**src/rtl/icw_init_sequencer_pkg.sv**
```systemverilog
// ---------------------------------------------------------------------------
// pic_init_pkg
// Shared types and constants for the 8259-style initialization-command-word
// sequencer: sequencer state encoding, ICW1/ICW4 bit positions, encodings of
// the "next expected word" output and the write classification produced by
// icw_write_decode.
// ---------------------------------------------------------------------------
package pic_init_pkg;

    // Sequencer states
    typedef enum logic [2:0] {
        ST_IDLE  = 3'd0,
        ST_WAIT2 = 3'd1,
        ST_WAIT3 = 3'd2,
        ST_WAIT4 = 3'd3,
        ST_READY = 3'd4
    } state_e;

    // ICW1 bit positions
    localparam int ICW1_IC4  = 0;
    localparam int ICW1_SNGL = 1;
    localparam int ICW1_ADI  = 2;
    localparam int ICW1_LTIM = 3;
    localparam int ICW1_ID   = 4;

    // ICW4 bit positions
    localparam int ICW4_AEOI = 1;
    localparam int ICW4_MS   = 2;
    localparam int ICW4_BUF  = 3;

    // expect_o encodings
    localparam logic [1:0] EXP_ICW1 = 2'd0;
    localparam logic [1:0] EXP_ICW2 = 2'd1;
    localparam logic [1:0] EXP_ICW3 = 2'd2;
    localparam logic [1:0] EXP_ICW4 = 2'd3;

    // Classification of one bus write
    typedef enum logic [2:0] {
        WR_NONE = 3'd0,   // no write this cycle
        WR_ICW1 = 3'd1,   // ICW1: (re)start initialization
        WR_NEXT = 3'd2,   // the ICW the sequencer is waiting for
        WR_OCW  = 3'd3,   // post-init write forwarded as OCW
        WR_ERR  = 3'd4    // illegal write for the current state
    } wr_class_e;

    // Map a state onto the index of the word it is waiting for
    function automatic logic [1:0] expect_of(input state_e st);
        logic [1:0] exp_v;
        case (st)
            ST_WAIT2: exp_v = EXP_ICW2;
            ST_WAIT3: exp_v = EXP_ICW3;
            ST_WAIT4: exp_v = EXP_ICW4;
            default:  exp_v = EXP_ICW1;
        endcase
        return exp_v;
    endfunction

endpackage

```
**src/rtl/icw_init_sequencer_if.sv**
```systemverilog
// ---------------------------------------------------------------------------
// icw_init_sequencer_if
// CPU control-write bus from the bus interface into the ICW sequencer.
//   wr_en : one-cycle write strobe
//   a0    : address bit A0 of the write
//   din   : write data D7..D0
// Modports: master (bus interface side, drives) / slave (sequencer side).
// ---------------------------------------------------------------------------
interface icw_init_sequencer_if;
    logic       wr_en;
    logic       a0;
    logic [7:0] din;

    modport master (output wr_en, output a0, output din);
    modport slave  (input  wr_en, input  a0, input  din);
endinterface

```
**src/rtl/icw_init_sequencer_write_decode.sv**
```systemverilog
// ---------------------------------------------------------------------------
// icw_write_decode
// Combinational classifier for one CPU control write. ICW1 is recognised in
// every state; otherwise the meaning depends on the sequencer state.
// Ports:
//   state    : current sequencer state
//   wr_en    : write strobe
//   a0, din  : address bit and data of the write
//   wr_class : WR_NONE / WR_ICW1 / WR_NEXT / WR_OCW / WR_ERR
// ---------------------------------------------------------------------------
module icw_write_decode
    import pic_init_pkg::*;
(
    input  state_e     state,
    input  logic       wr_en,
    input  logic       a0,
    input  logic [7:0] din,
    output wr_class_e  wr_class
);

    // Classify the write; ICW1 takes priority over every state-specific meaning
    always_comb begin
        wr_class = WR_NONE;
        if (!wr_en) begin
            wr_class = WR_NONE;
        end else if (!a0 && din[ICW1_ID]) begin
            wr_class = WR_ICW1;
        end else begin
            case (state)
                ST_IDLE:  wr_class = WR_ERR;
                ST_WAIT2,
                ST_WAIT3,
                ST_WAIT4: begin
                    // a0=0 without the ID bit is neither ICW1 nor the awaited word
                    if (a0) begin
                        wr_class = WR_NEXT;
                    end else begin
                        wr_class = WR_ERR;
                    end
                end
                ST_READY: wr_class = WR_OCW;
                default:  wr_class = WR_ERR;
            endcase
        end
    end

endmodule

```
**src/rtl/icw_init_sequencer.sv**
```systemverilog
// ---------------------------------------------------------------------------
// icw_init_sequencer
// Initialization-command-word sequencer for an 8259-style PIC. Recognises
// ICW1 in any state, walks ICW2 -> ICW3 (cascade only) -> ICW4 (IC4 only),
// stores each word, decodes the mode fields for the priority/cascade logic,
// flags READY and forwards post-init writes as OCW strobes.
//
// Parameters:
//   NUM_IR : interrupt inputs per device, width of cascade_mask (2..8)
//   ID_W   : slave-ID width ($clog2(NUM_IR)..3)
// Ports:
//   clk, rst_n      : clock, asynchronous active-low reset
//   bus             : CPU write bus (wr_en, a0, din), slave modport
//   init_done       : high in READY
//   expect_o        : next expected word (0=ICW1 .. 3=ICW4)
//   seq_err         : one-cycle pulse on an illegal write
//   ocw_wr/a0/data  : one-cycle OCW strobe with held address/data
//   icw1_o/2_o/4_o  : stored initialization words
//   level_trig, single_mode, addr_int4, vec_base : ICW1/ICW2 fields
//   cascade_mask, slave_id : ICW3 seen as master mask / slave identity
//   is_master, auto_eoi    : ICW4-derived flags
// Optional build macro ICW_READBACK_EN adds rd_sel (2) / rd_data (8): a
// registered readback of ICW1..ICW4 with one cycle of latency.
// All outputs come straight from registers.
// ---------------------------------------------------------------------------
module icw_init_sequencer
    import pic_init_pkg::*;
#(
    parameter int NUM_IR = 8,
    parameter int ID_W   = 3
) (
    input  logic                  clk,
    input  logic                  rst_n,
    icw_init_sequencer_if.slave   bus,
`ifdef ICW_READBACK_EN
    input  logic [1:0]            rd_sel,
    output logic [7:0]            rd_data,
`endif
    output logic                  init_done,
    output logic [1:0]            expect_o,
    output logic                  seq_err,
    output logic                  ocw_wr,
    output logic                  ocw_a0,
    output logic [7:0]            ocw_data,
    output logic [7:0]            icw1_o,
    output logic [7:0]            icw2_o,
    output logic [7:0]            icw4_o,
    output logic                  level_trig,
    output logic                  single_mode,
    output logic                  addr_int4,
    output logic [4:0]            vec_base,
    output logic [NUM_IR-1:0]     cascade_mask,
    output logic [ID_W-1:0]       slave_id,
    output logic                  is_master,
    output logic                  auto_eoi
);

    // ---------------- registers ----------------
    state_e               state_r;
    logic                 init_done_r;
    logic [1:0]           expect_r;
    logic                 seq_err_r;
    logic                 ocw_wr_r;
    logic                 ocw_a0_r;
    logic [7:0]           ocw_data_r;
    logic [7:0]           icw1_r;
    logic [7:0]           icw2_r;
    logic [7:0]           icw4_r;
    logic [NUM_IR-1:0]    cascade_mask_r;
    logic [ID_W-1:0]      slave_id_r;
    logic                 is_master_r;
    logic                 auto_eoi_r;

    // ---------------- next-state values ----------------
    state_e               state_s;
    logic                 seq_err_s;
    logic                 ocw_wr_s;
    logic                 ocw_a0_s;
    logic [7:0]           ocw_data_s;
    logic [7:0]           icw1_s;
    logic [7:0]           icw2_s;
    logic [7:0]           icw4_s;
    logic [NUM_IR-1:0]    cascade_mask_s;
    logic [ID_W-1:0]      slave_id_s;
    logic                 is_master_s;
    logic                 auto_eoi_s;
    wr_class_e            wr_class_s;

    icw_write_decode u_decode (
        .state    (state_r),
        .wr_en    (bus.wr_en),
        .a0       (bus.a0),
        .din      (bus.din),
        .wr_class (wr_class_s)
    );

    // Next-state and next-register computation; everything holds by default
    always_comb begin
        state_s        = state_r;
        seq_err_s      = 1'b0;
        ocw_wr_s       = 1'b0;
        ocw_a0_s       = ocw_a0_r;
        ocw_data_s     = ocw_data_r;
        icw1_s         = icw1_r;
        icw2_s         = icw2_r;
        icw4_s         = icw4_r;
        cascade_mask_s = cascade_mask_r;
        slave_id_s     = slave_id_r;
        is_master_s    = is_master_r;
        auto_eoi_s     = auto_eoi_r;

        case (wr_class_s)
            WR_ICW1: begin
                // Re-initialisation wipes everything learned from a previous ICW1
                icw1_s         = bus.din;
                icw2_s         = 8'h00;
                icw4_s         = 8'h00;
                cascade_mask_s = {NUM_IR{1'b0}};
                slave_id_s     = {ID_W{1'b0}};
                auto_eoi_s     = 1'b0;
                is_master_s    = 1'b1;
                state_s        = ST_WAIT2;
            end
            WR_NEXT: begin
                case (state_r)
                    ST_WAIT2: begin
                        icw2_s = bus.din;
                        if (!icw1_r[ICW1_SNGL]) begin
                            state_s = ST_WAIT3;
                        end else if (icw1_r[ICW1_IC4]) begin
                            state_s = ST_WAIT4;
                        end else begin
                            state_s = ST_READY;
                        end
                    end
                    ST_WAIT3: begin
                        // Master/slave role is not known until ICW4, so keep both views
                        cascade_mask_s = bus.din[NUM_IR-1:0];
                        slave_id_s     = bus.din[ID_W-1:0];
                        if (icw1_r[ICW1_IC4]) begin
                            state_s = ST_WAIT4;
                        end else begin
                            state_s = ST_READY;
                        end
                    end
                    ST_WAIT4: begin
                        icw4_s     = bus.din;
                        auto_eoi_s = bus.din[ICW4_AEOI];
                        // M/S bit only has meaning in buffered mode
                        if (bus.din[ICW4_BUF]) begin
                            is_master_s = bus.din[ICW4_MS];
                        end else begin
                            is_master_s = 1'b1;
                        end
                        state_s = ST_READY;
                    end
                    default: begin
                        state_s = state_r;
                    end
                endcase
            end
            WR_OCW: begin
                ocw_wr_s   = 1'b1;
                ocw_a0_s   = bus.a0;
                ocw_data_s = bus.din;
            end
            WR_ERR: begin
                seq_err_s = 1'b1;
            end
            default: begin
                state_s = state_r;
            end
        endcase
    end

    // State and data registers; status flags follow the next state
    always_ff @(posedge clk or negedge rst_n) begin
        if (!rst_n) begin
            state_r        <= ST_IDLE;
            init_done_r    <= 1'b0;
            expect_r       <= EXP_ICW1;
            seq_err_r      <= 1'b0;
            ocw_wr_r       <= 1'b0;
            ocw_a0_r       <= 1'b0;
            ocw_data_r     <= 8'h00;
            icw1_r         <= 8'h00;
            icw2_r         <= 8'h00;
            icw4_r         <= 8'h00;
            cascade_mask_r <= {NUM_IR{1'b0}};
            slave_id_r     <= {ID_W{1'b0}};
            is_master_r    <= 1'b1;
            auto_eoi_r     <= 1'b0;
        end else begin
            state_r        <= state_s;
            init_done_r    <= (state_s == ST_READY);
            expect_r       <= expect_of(state_s);
            seq_err_r      <= seq_err_s;
            ocw_wr_r       <= ocw_wr_s;
            ocw_a0_r       <= ocw_a0_s;
            ocw_data_r     <= ocw_data_s;
            icw1_r         <= icw1_s;
            icw2_r         <= icw2_s;
            icw4_r         <= icw4_s;
            cascade_mask_r <= cascade_mask_s;
            slave_id_r     <= slave_id_s;
            is_master_r    <= is_master_s;
            auto_eoi_r     <= auto_eoi_s;
        end
    end

`ifdef ICW_READBACK_EN
    logic [7:0] icw3_view_s;
    logic [7:0] rd_data_r;

    // Zero-extended ICW3 as seen by the current role
    always_comb begin
        icw3_view_s = 8'h00;
        if (is_master_r) begin
            icw3_view_s[NUM_IR-1:0] = cascade_mask_r;
        end else begin
            icw3_view_s[ID_W-1:0] = slave_id_r;
        end
    end

    // Registered readback mux, one cycle after rd_sel
    always_ff @(posedge clk or negedge rst_n) begin
        if (!rst_n) begin
            rd_data_r <= 8'h00;
        end else begin
            case (rd_sel)
                2'd0:    rd_data_r <= icw1_r;
                2'd1:    rd_data_r <= icw2_r;
                2'd2:    rd_data_r <= icw3_view_s;
                2'd3:    rd_data_r <= icw4_r;
                default: rd_data_r <= 8'h00;
            endcase
        end
    end

    assign rd_data = rd_data_r;
`endif

    // ---------------- outputs (register-driven only) ----------------
    assign init_done    = init_done_r;
    assign expect_o     = expect_r;
    assign seq_err      = seq_err_r;
    assign ocw_wr       = ocw_wr_r;
    assign ocw_a0       = ocw_a0_r;
    assign ocw_data     = ocw_data_r;
    assign icw1_o       = icw1_r;
    assign icw2_o       = icw2_r;
    assign icw4_o       = icw4_r;
    assign level_trig   = icw1_r[ICW1_LTIM];
    assign single_mode  = icw1_r[ICW1_SNGL];
    assign addr_int4    = icw1_r[ICW1_ADI];
    assign vec_base     = icw2_r[7:3];
    assign cascade_mask = cascade_mask_r;
    assign slave_id     = slave_id_r;
    assign is_master    = is_master_r;
    assign auto_eoi     = auto_eoi_r;

endmodule

```
**src/flat_wrapper.sv**
```systemverilog
// flat-port wrapper written by rule: the top's interface ports become plain ports
module icw_init_sequencer_flat import pic_init_pkg::*;
#(
    parameter int NUM_IR = 8,
    parameter int ID_W   = 3
)
  (clk, rst_n, init_done, expect_o, seq_err, ocw_wr, ocw_a0, ocw_data, icw1_o, icw2_o, icw4_o, level_trig, single_mode, addr_int4, vec_base, cascade_mask, slave_id, is_master, auto_eoi, bus_wr_en, bus_a0, bus_din);
  icw_init_sequencer_if bus_i ();
  input  logic clk;
  input  logic rst_n;
  output logic init_done;
  output logic [1:0] expect_o;
  output logic seq_err;
  output logic ocw_wr;
  output logic ocw_a0;
  output logic [7:0] ocw_data;
  output logic [7:0] icw1_o;
  output logic [7:0] icw2_o;
  output logic [7:0] icw4_o;
  output logic level_trig;
  output logic single_mode;
  output logic addr_int4;
  output logic [4:0] vec_base;
  output logic [NUM_IR-1:0] cascade_mask;
  output logic [ID_W-1:0] slave_id;
  output logic is_master;
  output logic auto_eoi;
  input wire logic [$bits(bus_i.wr_en)-1:0] bus_wr_en;
  input wire logic [$bits(bus_i.a0)-1:0] bus_a0;
  input wire logic [$bits(bus_i.din)-1:0] bus_din;
  assign bus_i.wr_en = bus_wr_en;
  assign bus_i.a0 = bus_a0;
  assign bus_i.din = bus_din;
  icw_init_sequencer #(.NUM_IR(NUM_IR), .ID_W(ID_W)) u_core (.clk(clk), .rst_n(rst_n), .bus(bus_i), .init_done(init_done), .expect_o(expect_o), .seq_err(seq_err), .ocw_wr(ocw_wr), .ocw_a0(ocw_a0), .ocw_data(ocw_data), .icw1_o(icw1_o), .icw2_o(icw2_o), .icw4_o(icw4_o), .level_trig(level_trig), .single_mode(single_mode), .addr_int4(addr_int4), .vec_base(vec_base), .cascade_mask(cascade_mask), .slave_id(slave_id), .is_master(is_master), .auto_eoi(auto_eoi));
endmodule
```
**config.mk**
```make
export PLATFORM = sky130hd
export DESIGN_NAME = icw_init_sequencer_flat
export DESIGN_NICKNAME = d
export VERILOG_FILES = /design/src/rtl/icw_init_sequencer_pkg.sv /design/src/rtl/icw_init_sequencer_if.sv /design/src/rtl/icw_init_sequencer_write_decode.sv /design/src/rtl/icw_init_sequencer.sv /design/src/flat_wrapper.sv
export SDC_FILE = /design/constraint.sdc
export NUM_CORES = 1
export LEC_CHECK = 0
export CORE_MARGIN = 2
export CORE_UTILIZATION = 49
export DETAILED_ROUTE_END_ITERATION = 10
export GPL_TIMING_DRIVEN = 0
export PLACE_DENSITY_LB_ADDON = 0.05
export SLEW_MARGIN = 20
export SYNTH_ARGS = -nofsm -noshare
export SYNTH_HDL_FRONTEND = slang
export SYNTH_HIERARCHICAL = 1
export SYNTH_SLANG_ARGS = --single-unit
```
**constraint.sdc**
```tcl
create_clock -name clk -period 4.55 [get_ports clk]
set_clock_uncertainty 0.2 [all_clocks]
set_input_delay 1.365 -clock clk [delete_from_list [all_inputs] [get_ports clk]]
set_output_delay 1.365 -clock clk [all_outputs]
set_load 0.005 [all_outputs]
```
==> tab_implementation.tex <==
\begin{tabular}{lr}
\hline
Metric & Value \\
\hline
\multicolumn{2}{l}{\textbf{Status}} \\
Outcome & finished, final reports clean \\
\multicolumn{2}{l}{\textbf{Synth}} \\
Number of warnings issued by yosys & 6 \\
Compound-cell area share of the yosys netlist & 0.134 \\
Seq cells post-synth & 50 \\
Number of unique standard cell types used by synthesis & 32 \\
Number of nets produced by synthesis & 224 \\
Post-synth top area cell & sky130\_fd\_sc\_hd\_\_dfrtp\_1 \\
Simple-Gate Fraction of Synth Area & 0.197 \\
Area share of fa/ha/maj cells after synthesis & 0 \\
Share of the synthesized netlist area taken by xor and xnor gates & 0 \\
Post-Synthesis Cell Area & 2140 µm² \\
Share of the synthesized area in the top cell type & 0.572 \\
Post-Synthesis Cells & 212 \\
Area contributors post-synth & sky130\_fd\_sc\_hd\_\_dfrtp\_1 (57\%), sky130\_fd\_sc\_hd\_\_o21ai\_0 (9.3\%), sky130\_fd\_sc\_hd\_\_nand2\_1 (8.8\%), sky130\_fd\_sc\_hd\_\_buf\_4 (4.6\%), sky130\_fd\_sc\_hd\_\_nand3\_1 (2.1\%) \\
Largest family of logic cells by synthesized area & simple AND/OR/NAND/NOR gates \\
Sequential-to-total area share from yosys stat & 0.584 \\
Multiplexer area fraction after synthesis & 0.00525 \\
Average instance area after synthesis & 10.1 µm² \\
\multicolumn{2}{l}{\textbf{Global route}} \\
Overall overflow remaining after global route & 0 \\
Global-route wire length before repair & 7.70 mm \\
Global Route Usage Sum & 0.197 \\
Number of global-route vias before repair & 1549 \\
Pin count of the biggest net entering global routing & 33 \\
Initial antenna violation count & 0 \\
\multicolumn{2}{l}{\textbf{Clocking}} \\
Setup repair bufs after CTS & 0 \\
Number of buffers on the longest clock path & 2 \\
Number of sinks driven by the clock tree & 50 \\
\# H-tree levels & 2 \\
Clock buffers created by TritonCTS & 5 \\
Number of gates resized after cts & 0 \\
Post-CTS clock slew at the launch and capture registers of the worst setup and hold paths & 0.08 ns \\
Root buffer cell & sky130\_fd\_sc\_hd\_\_clkbuf\_8 \\
Clk\_lat worst skew & 0.29 ns \\
Clock tree from TritonCTS & built \\
Number of hold buffers added after cts & 0 \\
\multicolumn{2}{l}{\textbf{Worst setup path}} \\
Worst setup SP type & input port \\
Destination of the worst register-to-register timing path & u\_core/icw4\_o[7] \\
Required time of the critical path & 4.56 ns \\
Type of destination of the critical path & register \\
Highest fanout seen on the critical path & 10 \\
Data arrival time of the worst path & 3.77 ns \\
Category of the most critical setup path & in -> reg \\
Reg2reg path depth & 8 \\
Worst r2r src & u\_core/state\_r[0] \\
Flop2flop setup slack & 1.82 ns \\
\multicolumn{2}{l}{\textbf{Place}} \\
Pre-CTS worst setup slack & 0.503 ns \\
Area post-placement & 2930 µm² \\
Global placer's final weighted congestion & 0.770 \\
Half-perimeter wire length after detailed placement & 3.48 mm \\
PortBufs & 70 \\
\multicolumn{2}{l}{\textbf{Finish}} \\
Number of inserted filler cells in the final layout & 364 \\
Net total in the final layout & 302 \\
Util after Layout & 0.703 \\
Fraction of layout cells with a size suffix above 1 & 0.124 \\
Final Cell Area & 3020 µm² \\
Layout area overhead & 40.7\% \\
Number of diodes added for antenna fixing & 0 \\
\multicolumn{2}{l}{\textbf{Floorplan}} \\
IO Count & 71 \\
Effective utilization at floorplan & 0.499 \\
Floorplan die area & 4920 µm² \\
Chip height & 70.2 µm \\
Core Region & 4290 µm² \\
Floorplan row count & 24 \\
Die X & 70.2 µm \\
\multicolumn{2}{l}{\textbf{Pwr}} \\
Power density cells & 562 nW/µm² \\
Reported leakage power & 1.33 nW \\
Final Total Pwr & 1.70 mW \\
Worst ir drop on vdd & 0.341 mV \\
\multicolumn{2}{l}{\textbf{Worst hold path}} \\
Hold Path Depth & 2 \\
Hold Path Class & reg -> reg \\
Hold worst-path end & u\_core/icw2\_o[2] \\
Worst hold path startpoint & u\_core/icw2\_o[2] \\
\multicolumn{2}{l}{\textbf{Timing}} \\
TNS Setup & 0 ns \\
Final period demand of the worst path & 3.76 ns \\
Setup-failing EPs final & 0 \\
Unrepaired setup endpoints after global routing & false \\
Highest attainable clock frequency & 266 MHz \\
Worst setup slack after layout & 0.791 ns \\
Transition at the pin with the smallest max-transition slack & 0.570 ns \\
Final cycle utilization of the critical path & 0.826 \\
Final Slew Violations & 0 \\
Final hold vios & 0 \\
Worst relative slew slack & 0.618 \\
\multicolumn{2}{l}{\textbf{Routing}} \\
Per-cell via count in the routed design & 5.01 \\
Vias post-DR & 1719 \\
Count of antenna-violating nets left after detailed routing & 0 \\
DRC violation count after routing & 0 \\
First-pass detailed-route iteration total & 4 \\
Routed wire length & 4.68 mm \\
Iteration-0 DRC count of the detailed router & 73 \\
Average routed wire per standard cell & 13.6 µm \\
\multicolumn{2}{l}{\textbf{Run}} \\
Number of maximum-capacitance violations & 0 \\
\hline
\end{tabular}
==> critical path, stage by stage <==
cell,delay [ns]
sky130_fd_sc_hd__clkdlybuf4s50_1,0.52
sky130_fd_sc_hd__nand2b_1,0.14
sky130_fd_sc_hd__nand2_1,0.08
sky130_fd_sc_hd__nor3b_2,0.45
sky130_fd_sc_hd__nor3b_1,0.18
sky130_fd_sc_hd__a31oi_1,0.44
sky130_fd_sc_hd__clkbuf_1,0.38
sky130_fd_sc_hd__nand2_1,0.11
sky130_fd_sc_hd__o21ai_0,0.09
==> kinds of logic (layout without fill, tap and decap cells) <==
kind of cell           after synthesis  after routing
and+or+nand+nor                     80             80
AOI/OAI and AO/OA                   50             50
DFF                                 50             50
buffers and inverters               31            110
muxes                                1              1
==> flip-flops by register name, indices dropped and copies added (netlist names), 2 cells and up <==
name	count
u_core/cascade_mask	8
u_core/expect_o	2
u_core/icw1_o	8
u_core/icw2_o	8
u_core/icw4_o	7
u_core/ocw_data	8
u_core/state_r	3
==> worst max path at each step <==
stage	slack, ns	to	startpoint	cells past startpoint
4_1_cts	0.80	u_core/icw4_o[7]	bus_din[4]	9
3_3_place_gp	0.50	u_core/icw4_o[7]	bus_din[4]	9
6_report	0.79	u_core/icw2_o[1]	bus_din[4]	9
3_5_place_dp	0.50	u_core/icw2_o[5]	bus_din[4]	8
5_1_grt	0.55	u_core/cascade_mask[2]	bus_din[4]	9
2_1_floorplan	1.41	u_core/cascade_mask[1]	bus_a0	7
==> metal layers <==
| layer | part of all wire | vias to the layer above | GRT usage |
|---|---|---|---|
| li1 | - | 852 | - |
| met4 | 0.0026 | 0 | 0.0491 |
| met5 | 0 | - | 0 |
| met2 | 0.46 | 62 | 0.293 |
| met1 | 0.47 | 803 | 0.295 |
| met3 | 0.067 | 2 | 0.0462 |
==> cells in the final DEF (no fill, tap or decap), types with 2 or more instances in the layout <==
cell	instances
sky130_fd_sc_hd__nand2_1	50
sky130_fd_sc_hd__dfrtp_1	49
sky130_fd_sc_hd__buf_4	13
sky130_fd_sc_hd__nor3b_2	3
sky130_fd_sc_hd__a22o_1	2
sky130_fd_sc_hd__inv_1	10
sky130_fd_sc_hd__clkdlybuf4s50_1	69
sky130_fd_sc_hd__nor3b_1	3
sky130_fd_sc_hd__nand3_1	9
sky130_fd_sc_hd__nor2_1	2
sky130_fd_sc_hd__o21ai_0	40
sky130_fd_sc_hd__clkbuf_1	8
sky130_fd_sc_hd__clkbuf_8	6
sky130_fd_sc_hd__nor2b_1	3
sky130_fd_sc_hd__nand2b_1	2
==> power breakdown <==
group / internal (mW) / total (mW) / leakage, nW / switching, mW
Sequential: 0.602 / 0.718 / 0.660 / 0.116
Clock: 0.123 / 0.256 / 0.0482 / 0.133
Combinational: 0.459 / 0.722 / 0.625 / 0.263
==> synth_stat cells (all sizes together) <==
cell type / instances
nand2: 50
dfrtp: 49
o21ai: 41
buf: 14
inv: 10
nand3: 9
clkbuf: 7
nor3b: 6
nor2: 3
nor2b: 3
a22o: 2
nand2b: 2
nor3: 2
a211oi: 1
a21boi: 1
a21oi: 1
a31o: 1
a31oi: 1
and3b: 1
dfstp: 1
mux2: 1
nand3b: 1
nor4b: 1
o2bb2ai: 1
o311ai: 1
or3b: 1
or4b: 1
==> final cells by class <==
cell class                      instances  area (µm²)  area share
Buffer                                 21         135      0.0448
Clock buffer                            7        86.3      0.0286
Clock inverter                          1        5.00     0.00166
Inverter                               10        37.5      0.0124
Multi-Input combinational cell        131         719       0.238
Sequential cell                        50        1250       0.415
Tap cell                               52        65.1      0.0216
Timing Repair Buffer                   71         716       0.237
==> stage by stage <==
stage,cells,hold WS (ns)
after floorplan,212,0.273
after global placement,334,0.261
after detailed placement,335,0.272
after CTS,343,0.291
after global routing,343,0.317
final,343,0.289
Power figures use the tool's default switching activity.
==> RTL edit (config.mk and constraints unchanged) <==
`ID_W` is set to 3 in 2 places; all go to 5. Comments in the files are not updated.
--- a/src/rtl/icw_init_sequencer.sv
+++ b/src/rtl/icw_init_sequencer.sv
@@ -28,5 +28,5 @@
 #(
     parameter int NUM_IR = 8,
-    parameter int ID_W   = 3
+    parameter int ID_W   = 5
 ) (
     input  logic                  clk,
--- a/src/flat_wrapper.sv
+++ b/src/flat_wrapper.sv
@@ -3,5 +3,5 @@
 #(
     parameter int NUM_IR = 8,
-    parameter int ID_W   = 3
+    parameter int ID_W   = 5
 )
   (clk, rst_n, init_done, expect_o, seq_err, ocw_wr, ocw_a0, ocw_data, icw1_o, icw2_o, icw4_o, level_trig, single_mode, addr_int4, vec_base, cascade_mask, slave_id, is_master, auto_eoi, bus_wr_en, bus_a0, bus_din);
Interface: changed (resized slave_id); port bits go from 71 to 73. The function was not compared with the original's and may differ.
==> RTL edit against the original RTL <==
- sequential power is 0.8% lower
- routed wire length increased by 11%
- cell area increased by 0.21%
- setup slack better by 0.22 ns
- combinational power increased by 7.3%
- total power rose by 3.1%
- count of clock-buffer cells in the layout is the same
- die area decreased by 0.50%
- sequential cell count unchanged
- synthesized area decreased by 0.53%
- highest routed layer unchanged
==> RTL edit: results (changes against the original RTL) <==
| Metric | Reported | Unit | Change |
|---|---|---|---|
| Result of the run | complete, no violations | - |  |
| Type of the tightest min-delay check | reg2reg | - |  |
| Vias in the first global route | 1786 | - | +15% |
| Detail Placement HPWL | 3742 | um | +7.4% |
| Number of cells on the worst hold path | 2 | - | unchanged |
| Gp weighted congestion | 0.7760 | - | +0.77% |
| R2R cell count | 8 | - | unchanged |
| Number of antenna violations at the first check in global routing | 0 | - | unchanged |
| Root Buffer | sky130_fd_sc_hd__clkbuf_8 | - |  |
| Yosys reg bits | 50 | - | unchanged |
| Routed length per placed instance | 15.18 | um | +11% |
| Mean cell area of the mapped netlist | 10.06 | sq um | -0.53% |
| Detailed Routing Iterations Pass 1 | 4 | - | unchanged |
| Grt met1 use | 0.2816 | - | -0.01336 |
| Total of cells resized after clock tree synthesis | 0 | - | unchanged |
| Global-route met3 utilization | 0.07648 | - | +0.03030 |
| Number of DRC markers after the initial detailed-route iteration | 152 | - | +110% |
| Max-slew violation count | 0 | - | unchanged |
| Worst vdd ir | 0.3051 | mV | -10% |
| Via density per instance | 5.300 | - | +5.8% |
| Sequential cell area fraction in the yosys report | 0.5871 | - | +0.003083 |
| Fill cells | 342 | - | -6.0% |
| Number of port buffers | 72 | - | +2.9% |
| Maximum number of pins on one net before global-route repair | 34 | - | +3.0% |
| Maximum buffer depth of the clock tree | 2 | - | unchanged |
| Worst skew pair latency | 0.30 | ns |  |
| Post-CTS setup buffer count | 0 | - | unchanged |
| GRT met2 Usage | 0.3757 | - | +0.08254 |
| Htree depth | 2 | - | unchanged |
| Top area cells in the synthesized netlist | sky130_fd_sc_hd__dfrtp_1 57%, sky130_fd_sc_hd__o21ai_1 7.7%, sky130_fd_sc_hd__nand3_1 6.1% | - |  |
| Number of library cell types mapped by synthesis | 33 | - | +3.1% |
| Detailed-route wire length | 5206 | um | +11% |
| Number of nets produced by synthesis | 224 | - | unchanged |
| Worst slew pin tran | 0.5960 | ns | +0.02621 ns |
| TritonCTS buffer count | 5 | - | unchanged |
| Final antenna diode count | 0 | - | unchanged |
| Fraction of registers with async set/reset | 1.000 | - | unchanged |
| Top cells by instance count after synthesis | 49 x sky130_fd_sc_hd__dfrtp_1, 33 x sky130_fd_sc_hd__o21ai_1, 26 x sky130_fd_sc_hd__nand3_1, 20 x sky130_fd_sc_hd__nand2_1, 14 x sky130_fd_sc_hd__buf_4 | - |  |
| Warning count from the yosys run | 6 | - | unchanged |
| Clock slew seen by the registers of the worst setup and hold paths | 0.09 | ns |  |
| Wire length of the first global-routing pass | 8707 | um | +13% |
| Share of layout cells above drive strength 1 | 0.1126 | - | -0.01108 |
| Total instance count after detailed placement | 335 | - | unchanged |
| Max Fanout on Critical Path | 10 | - | unchanged |
| Total Nets Final | 304 | - | +0.66% |
| Placed inst area | 2932 | sq um | +0.21% |
| Predominant post-synthesis flop cell | sky130_fd_sc_hd__dfrtp_1 | - |  |
| Static leakage power | 1.346 | nW | +0.92% |
| Total Routing Usage GR | 0.2253 | - | +0.02810 |
| Crit path arrival time | 3.52 | ns | -0.25 ns |
-- RTL edit: cell count changes after synthesis, moves of 3 or more --
cell	change
sky130_fd_sc_hd__o21ai_1	+33
sky130_fd_sc_hd__nand2_1	-30
sky130_fd_sc_hd__o21ai_0	-29
sky130_fd_sc_hd__nand3_1	+17
sky130_fd_sc_hd__buf_2	+3
sky130_fd_sc_hd__nand2b_1	+3
sky130_fd_sc_hd__nor2_1	+3
-- RTL edit: path summary, 6_finish.rpt --
path | slack [ns] | startpoint | endpoint
setup reg to reg | 2.02 | u_core/state_r[2] | u_core/icw2_o[5]
setup / recovery | 1.01 | bus_a0 | u_core/icw2_o[5]
max in group asynchronous | 2.86 | rst_n | u_core/ocw_data[0]
min in group asynchronous | 0.78 | rst_n | u_core/init_done
hold reg to reg | 0.28 | u_core/ocw_data[2] | u_core/ocw_data[2]
hold / removal | 0.28 | u_core/ocw_data[2] | u_core/ocw_data[2]
-- RTL edit: cells by family after synthesis --
group / after synthesis / share of synthesized area
simple gates: 72 / 0.1848
compound gates: 54 / 0.1349
buf+inv: 35 / 0.08797
mux: 1 / 0.005278
flops: 50 / 0.5871
-- RTL edit: layout make-up --
cell class | count | area share
clock buffers | 7 | 0.02856
repair buffers | 73 | 0.2434
clock inverters | 1 | 0.001656
inverters | 9 | 0.01118
flip-flops and latches | 50 | 0.4143
plain buffers | 26 | 0.05091
multi-input cells | 127 | 0.2293
well taps | 50 | 0.02070
-- RTL edit: stage by stage --
step	setup slack (ns)	util	hold WS (ns)
floorplan	1.530	-	0.2733
global placement	0.5096	0.7137	0.2641
finish	1.014	0.7397	0.2844
detailed placement	0.7088	0.7174	0.2735
global route	0.7895	0.7397	0.3173
CTS	1.002	0.7397	0.2897
-- RTL edit: critical path, cell delays in order --
cell	delay, ns
sky130_fd_sc_hd__clkdlybuf4s50_1	0.49
sky130_fd_sc_hd__nor3b_2	0.23
sky130_fd_sc_hd__o2bb2ai_1	0.13
sky130_fd_sc_hd__buf_2	0.19
sky130_fd_sc_hd__nor4b_4	0.35
sky130_fd_sc_hd__nand2b_1	0.27
sky130_fd_sc_hd__clkbuf_1	0.29
sky130_fd_sc_hd__nand3_1	0.14
sky130_fd_sc_hd__o21ai_1	0.07
-- RTL edit: per-layer routing --
layer / routed length, um / up-vias / part of all wire
met4: 61 / 0 / 0.012
met1: 2262 / 877 / 0.43
li1: - / 871 / -
met2: 2523 / 63 / 0.48
met3: 359 / 7 / 0.069
met5: 0 / - / 0
-- RTL edit: report_power, final --
part | total (mW) | internal [mW] | leakage (nW) | switching [mW]
Sequential | 0.712 | 0.603 | 0.656 | 0.109
Combinational | 0.775 | 0.488 | 0.641 | 0.288
Clock | 0.261 | 0.123 | 0.0482 | 0.138
